<file path="src/rtl/fork_join_pkg.sv">
// Purpose: shared types, defaults and the expected-response rule for the fork/join dispatcher.
// Latency: n/a (declarations only).
// Backpressure: n/a.
package fork_join_pkg;

   localparam int FJ_DATA_W   = 8;
   localparam int FJ_RESP_VAL = 42;
   localparam int FJ_TIMEOUT  = 256;

   typedef enum logic [2:0] {
      IDLE,
      FORK,
      JOIN_C,
      RESP,
      DEADLOCK
   } fj_state_t;

   // A non-zero flag asks the far side for resp_val; a zero flag expects zero back.
   function automatic logic [31:0] fj_expected(input logic [31:0] flag,
                                               input logic [31:0] resp_val);
      return (flag != 32'd0) ? resp_val : 32'd0;
   endfunction

endpackage

</file>
<file path="src/rtl/fj_watchdog.sv">
// Purpose: counts idle cycles while enabled and flags expiry at TIMEOUT-1 without a kick.
// Latency: expired is combinational from the registered count; count updates each edge.
// Backpressure: none; kick clears, disable clears, count saturates instead of wrapping.
// Ports: clk, rst_n (async active-low), enable (count allowed), kick (progress seen),
//        expired (count at limit this cycle with no kick).
module fj_watchdog #(
   parameter int TIMEOUT = 256
) (
   input  logic clk,
   input  logic rst_n,
   input  logic enable,
   input  logic kick,
   output logic expired
);

   localparam int CNT_W = $clog2(TIMEOUT) + 1;

   logic [CNT_W-1:0] cnt;

   always_ff @(posedge clk or negedge rst_n) begin
      if (!rst_n) begin
         cnt <= '0;
      end else if (kick || !enable) begin
         cnt <= '0;
      end else if (cnt != '1) begin
         cnt <= cnt + CNT_W'(1);
      end
   end

   assign expired = enable && !kick && (cnt == CNT_W'(TIMEOUT - 1));

endmodule

</file>
<file path="src/rtl/fork_join_dispatcher.sv">
// Purpose: accepts one command, forks sends on A and B, joins, collects C, returns it checked.
// Latency: zero-stall cmd edge 0, A/B edge 1, C edge 2, rsp_valid after edge 2.
// Backpressure: one command in flight; cmd_ready low until rsp handshake; watchdog on A/B/C waits.
// Ports: cmd_* command in, a_*/b_* fork sends, c_* join receive, rsp_* checked response out,
//        deadlock sticky watchdog flag, err_clr clears it. DATA_W must be 32 or less.
module fork_join_dispatcher
   import fork_join_pkg::*;
#(
   parameter int DATA_W   = FJ_DATA_W,
   parameter int RESP_VAL = FJ_RESP_VAL,
   parameter int TIMEOUT  = FJ_TIMEOUT
) (
   input  logic              clk,
   input  logic              rst_n,
   input  logic              cmd_valid,
   output logic              cmd_ready,
   input  logic [DATA_W-1:0] cmd_flag,
   output logic              a_valid,
   input  logic              a_ready,
   output logic [DATA_W-1:0] a_data,
   output logic              b_valid,
   input  logic              b_ready,
   output logic [DATA_W-1:0] b_data,
   input  logic              c_valid,
   output logic              c_ready,
   input  logic [DATA_W-1:0] c_data,
   output logic              rsp_valid,
   input  logic              rsp_ready,
   output logic [DATA_W-1:0] rsp_data,
   output logic              rsp_mismatch,
   output logic              deadlock,
   input  logic              err_clr
);

   fj_state_t         state, nxt;
   logic              a_done, b_done, a_done_nxt, b_done_nxt;
   logic [DATA_W-1:0] flag;
   logic [DATA_W-1:0] exp_rsp;
   logic              cmd_hs, a_hs, b_hs, c_hs, rsp_hs;
   logic              wd_en, wd_expired;

   assign cmd_hs = cmd_valid && cmd_ready;
   assign a_hs   = a_valid && a_ready;
   assign b_hs   = b_valid && b_ready;
   assign c_hs   = c_valid && c_ready;
   assign rsp_hs = rsp_valid && rsp_ready;

   assign a_data  = '0;
   assign b_data  = flag;
   assign exp_rsp = DATA_W'(fj_expected(32'(flag), 32'(RESP_VAL)));

   // Watchdog only runs while waiting on the far side; entering FORK counts as progress.
   assign wd_en = (state == FORK) || (state == JOIN_C);

   fj_watchdog #(.TIMEOUT(TIMEOUT)) u_watchdog (
      .clk     (clk),
      .rst_n   (rst_n),
      .enable  (wd_en),
      .kick    (cmd_hs || a_hs || b_hs || c_hs),
      .expired (wd_expired)
   );

   always_comb begin
      nxt        = state;
      a_done_nxt = 1'b0;
      b_done_nxt = 1'b0;
      case (state)
         IDLE: begin
            if (cmd_hs) nxt = FORK;
         end
         FORK: begin
            if (wd_expired) begin
               nxt = DEADLOCK;
            end else begin
               a_done_nxt = a_done || a_hs;
               b_done_nxt = b_done || b_hs;
               // Join on the edge the later of the two completes (or both together).
               if (a_done_nxt && b_done_nxt) begin
                  nxt        = JOIN_C;
                  a_done_nxt = 1'b0;
                  b_done_nxt = 1'b0;
               end
            end
         end
         JOIN_C: begin
            if (wd_expired) nxt = DEADLOCK;
            else if (c_hs)  nxt = RESP;
         end
         RESP: begin
            if (rsp_hs) nxt = IDLE;
         end
         DEADLOCK: begin
            if (err_clr) nxt = IDLE;
         end
         default: nxt = IDLE;
      endcase
   end

   // Handshake outputs are registered from the next state so they line up with it exactly.
   always_ff @(posedge clk or negedge rst_n) begin
      if (!rst_n) begin
         state        <= IDLE;
         a_done       <= 1'b0;
         b_done       <= 1'b0;
         flag         <= '0;
         rsp_data     <= '0;
         rsp_mismatch <= 1'b0;
         cmd_ready    <= 1'b1;
         a_valid      <= 1'b0;
         b_valid      <= 1'b0;
         c_ready      <= 1'b0;
         rsp_valid    <= 1'b0;
         deadlock     <= 1'b0;
      end else begin
         state     <= nxt;
         a_done    <= a_done_nxt;
         b_done    <= b_done_nxt;
         cmd_ready <= (nxt == IDLE);
         a_valid   <= (nxt == FORK) && !a_done_nxt;
         b_valid   <= (nxt == FORK) && !b_done_nxt;
         c_ready   <= (nxt == JOIN_C);
         rsp_valid <= (nxt == RESP);
         deadlock  <= (nxt == DEADLOCK);
         if (cmd_hs) flag <= cmd_flag;
         if (c_hs) begin
            rsp_data     <= c_data;
            rsp_mismatch <= (c_data != exp_rsp);
         end
      end
   end

endmodule

</file>
<file path="config.mk">
export PLATFORM = sky130hd
export DESIGN_NAME = fork_join_dispatcher
export DESIGN_NICKNAME = d
export VERILOG_FILES = /design/src/rtl/fork_join_pkg.sv /design/src/rtl/fj_watchdog.sv /design/src/rtl/fork_join_dispatcher.sv
export SDC_FILE = /design/constraint.sdc
export NUM_CORES = 1
export LEC_CHECK = 0
export BUFFER_PORTS_ARGS = -buffer_cell sky130_fd_sc_hd__buf_2
export CAP_MARGIN = 20
export CORE_ASPECT_RATIO = 1.2
export CORE_MARGIN = 2
export CORE_UTILIZATION = 49
export DETAILED_ROUTE_END_ITERATION = 8
export PLACE_DENSITY = 0.78
export SKIP_CTS_REPAIR_TIMING = 1
export SLEW_MARGIN = 20
export SYNTH_ARGS = -nofsm -noshare
export SYNTH_HDL_FRONTEND = slang
export SYNTH_SLANG_ARGS = --single-unit
</file>
<file path="constraint.sdc">
create_clock -name clk -period 2.04 [get_ports clk]
set_input_delay 0.612 -clock clk [delete_from_list [all_inputs] [get_ports clk]]
set_output_delay 0.612 -clock clk [all_outputs]
set_load 0.02 [all_outputs]
</file>
==> flow_summary.ini <==
[worst_setup_path]
crit_required_ns = 2.26
path_max_fanout = 3
crit_arrival_ns = 2.13
cp-start-kind = register
crit_path_end_kind = register
critical_path_class = reg -> reg
ff2ff_path_depth = 8

[synth]
synth-async-reset-ratio_pct = 100
synth_edf_count = 0
synth_top_area_share_pct = 53.9
synth.avg_cell_area_sq_um = 11.2
syn-instance-count = 150
synth_most_common_cell = dfrtp_1
synthFlopType = dfrtp_1
yosys_warnings = 0
ys_seq_area_share_pct = 55.4
synth_top_area_cell = dfrtp_1
synth_common_cells = 36 x dfrtp_1, 23 x nor2_1, 16 x mux2_2
ys_types = 36
ys_seq_elements = 37
syn_area_sq_um = 1670
yosys-top-cells-area = dfrtp_1 54%, mux2_2 11%, nor2_1 5.2%

[cts]
clock_path_buffers = 2
cts_sinks = 37
path_clk_slew_ns = 0.07
root_buffer = clkbuf_8
clock_latency_ns = 0.29
cts-buffers-inserted = 5
cts_tree = yes
cts.htree.levels = 2

[power]
power_uw = 2910
irDropWorstVdd_mv = 1.01
p_per_area_nw_per_um2 = 1420
p_leak_uw = 0.00102

[detailed_routing]
drt_pass1_iterations = 5
postRouteWirelength_microns = 3510
drtAntennaViolNets = 0
num_vias = 1325
drt_iter0_markers = 53
drc = 0
via_per_inst = 5.45
wl_per_cell_microns = 14.4

[cells_and_area]
nFillCells = 265
fin_nets = 232
diodes = 0
drive_gt1_share_pct = 40.3
area_growth_pct = 22.6
multi_input_area_sq_um = 704
seqCellArea_sq_um = 927
final_area_sq_um = 2050

[sta]
finalMaxSlewViolations = 0
period_needed_ns = 1.91
period_share_pct = 93.5
fmax_mhz = 524
setup_viol = 0
finalHoldViolations = 0
rsz0062_at_grt = false
finalClockSkew_ns = 0.00510
finalSetupTns_ns = 0

[job]
cap_violations = 0

[floorplan]
die_y_microns = 68.0
coreArea_sq_um = 3310
start_util_pct = 50.5
fp.dieW_microns = 57.3
die_area_sq_um = 3900
rows = 23
ioPinCount = 55

[placed_design]
dpl-instance-area_sq_um = 1930
post-dp-hpwl_microns = 2680
io_buffers = 46
gp_congestion = 0.970

[global_route]
grt_overflow = 0
grtUsageTotal_pct = 19.2
antenna_found_initial = 0
grt_pass1_wl_microns = 5510
grt_pass1_vias = 1261
grt_max_degree = 38

[run_status]
outcome = finished clean

[hold_path]
hold_path_class = in -> async
-- cell usage in the layout, fill, tap and decap left out, drive strengths merged --
cell type,netlist,layout
clkinv,0,2
xnor2,3,3
o21ai,1,1
dfrtp,36,36
nand3,4,4
clkinvlp,0,1
a21oi,7,7
nand3b,1,1
a211o,1,1
and3b,1,1
and3,2,2
nor4,2,2
nand4,2,2
a31oi,2,2
nand4b,1,1
a22o,2,2
conb,1,8
nand2b,2,2
nor2b,1,1
or3,1,1
inv,3,3
o22ai,1,1
a22oi,1,1
nand2,8,8
clkbuf,3,5
buf,8,52
nor3,5,5
xor2,4,4
dfstp,1,1
mux2i,1,1
mux2,16,16
nor2,23,23
o31ai,1,1
a222oi,1,1
or4,1,1
ha,3,3
-- cell families after synthesis --
kind of cell | after synthesis | share of synthesized area, %
xor gates and xnor gates | 7 | 3.66
AOI/OAI and AO/OA | 17 | 6.81
DFF | 37 | 55.4
muxes | 17 | 11.4
adders and majority gates | 3 | 2.24
and+or+nand+nor | 54 | 15.3
buffers and inverters | 14 | 4.94
other | 1 | 0.224
-- final cells by class --
cell class / instances / area share [%]
flip-flops and latches: 37 / 45.2
clock inverters: 3 / 0.854
inverters: 3 / 0.549
clock buffers: 5 / 3.36
multi-input cells: 106 / 34.4
well taps: 37 / 2.26
repair buffers: 52 / 13.4
-- metrics by stage --
step | instances | util (%) | hold WS [ns] | setup WS (ns)
floorplan | 157 | - | 0.316 | 0.272
global placement | 233 | 58.4 | 0.462 | 0.135
detailed placement | 233 | 58.4 | 0.477 | 0.0738
CTS | 241 | 61.1 | 0.367 | 0.0362
global route | 243 | 62.0 | 0.402 | 0.0485
finish | 243 | 62.0 | 0.350 | 0.132
-- sequential cells by signal, indices dropped and copies added, names as in the netlist --
register        flops
a_done              1
state               3
b_data              8
a_valid             1
cmd_ready           1
rsp_valid           1
deadlock            1
rsp_data            8
u_watchdog.cnt      9
b_done              1
rsp_mismatch        1
c_ready             1
b_valid             1
-- where the power goes --
group	internal, uW	switching (uW)
sequential	1000	165
clock	235	259
combinational	500	745
-- critical path, cell delays in order, from the launching register on --
cell and delay [ns]:
dfrtp_1 0.40, ha_2 0.20, nand3_1 0.06, nor2_1 0.06
ha_2 0.20, and3b_1 0.18, a22o_1 0.25, a211o_1 0.35
nor2_1 0.13
-- worst paths after layout --
path                                endpoint  slack [ns]         startpoint
worst min-delay path             rsp_data[0]        0.35              rst_n
worst max register to register     cmd_ready        0.13  u_watchdog.cnt[1]
worst max-delay path               cmd_ready        0.13  u_watchdog.cnt[1]
worst min register to register  rsp_mismatch        0.49       rsp_mismatch
min in group clk                rsp_mismatch        0.49       rsp_mismatch
max in group asynchronous          cmd_ready        1.34              rst_n
-- layer usage --
metal | wire length (microns) | vias up | track usage (%)
li1 | - | 611 | -
met1 | 1250 | 645 | 19.4
met2 | 1930 | 55 | 36.1
met3 | 226 | 14 | 5.29
met4 | 99 | 0 | 9.59
met5 | 0 | - | 0
(Power assumes the default switching activity.)
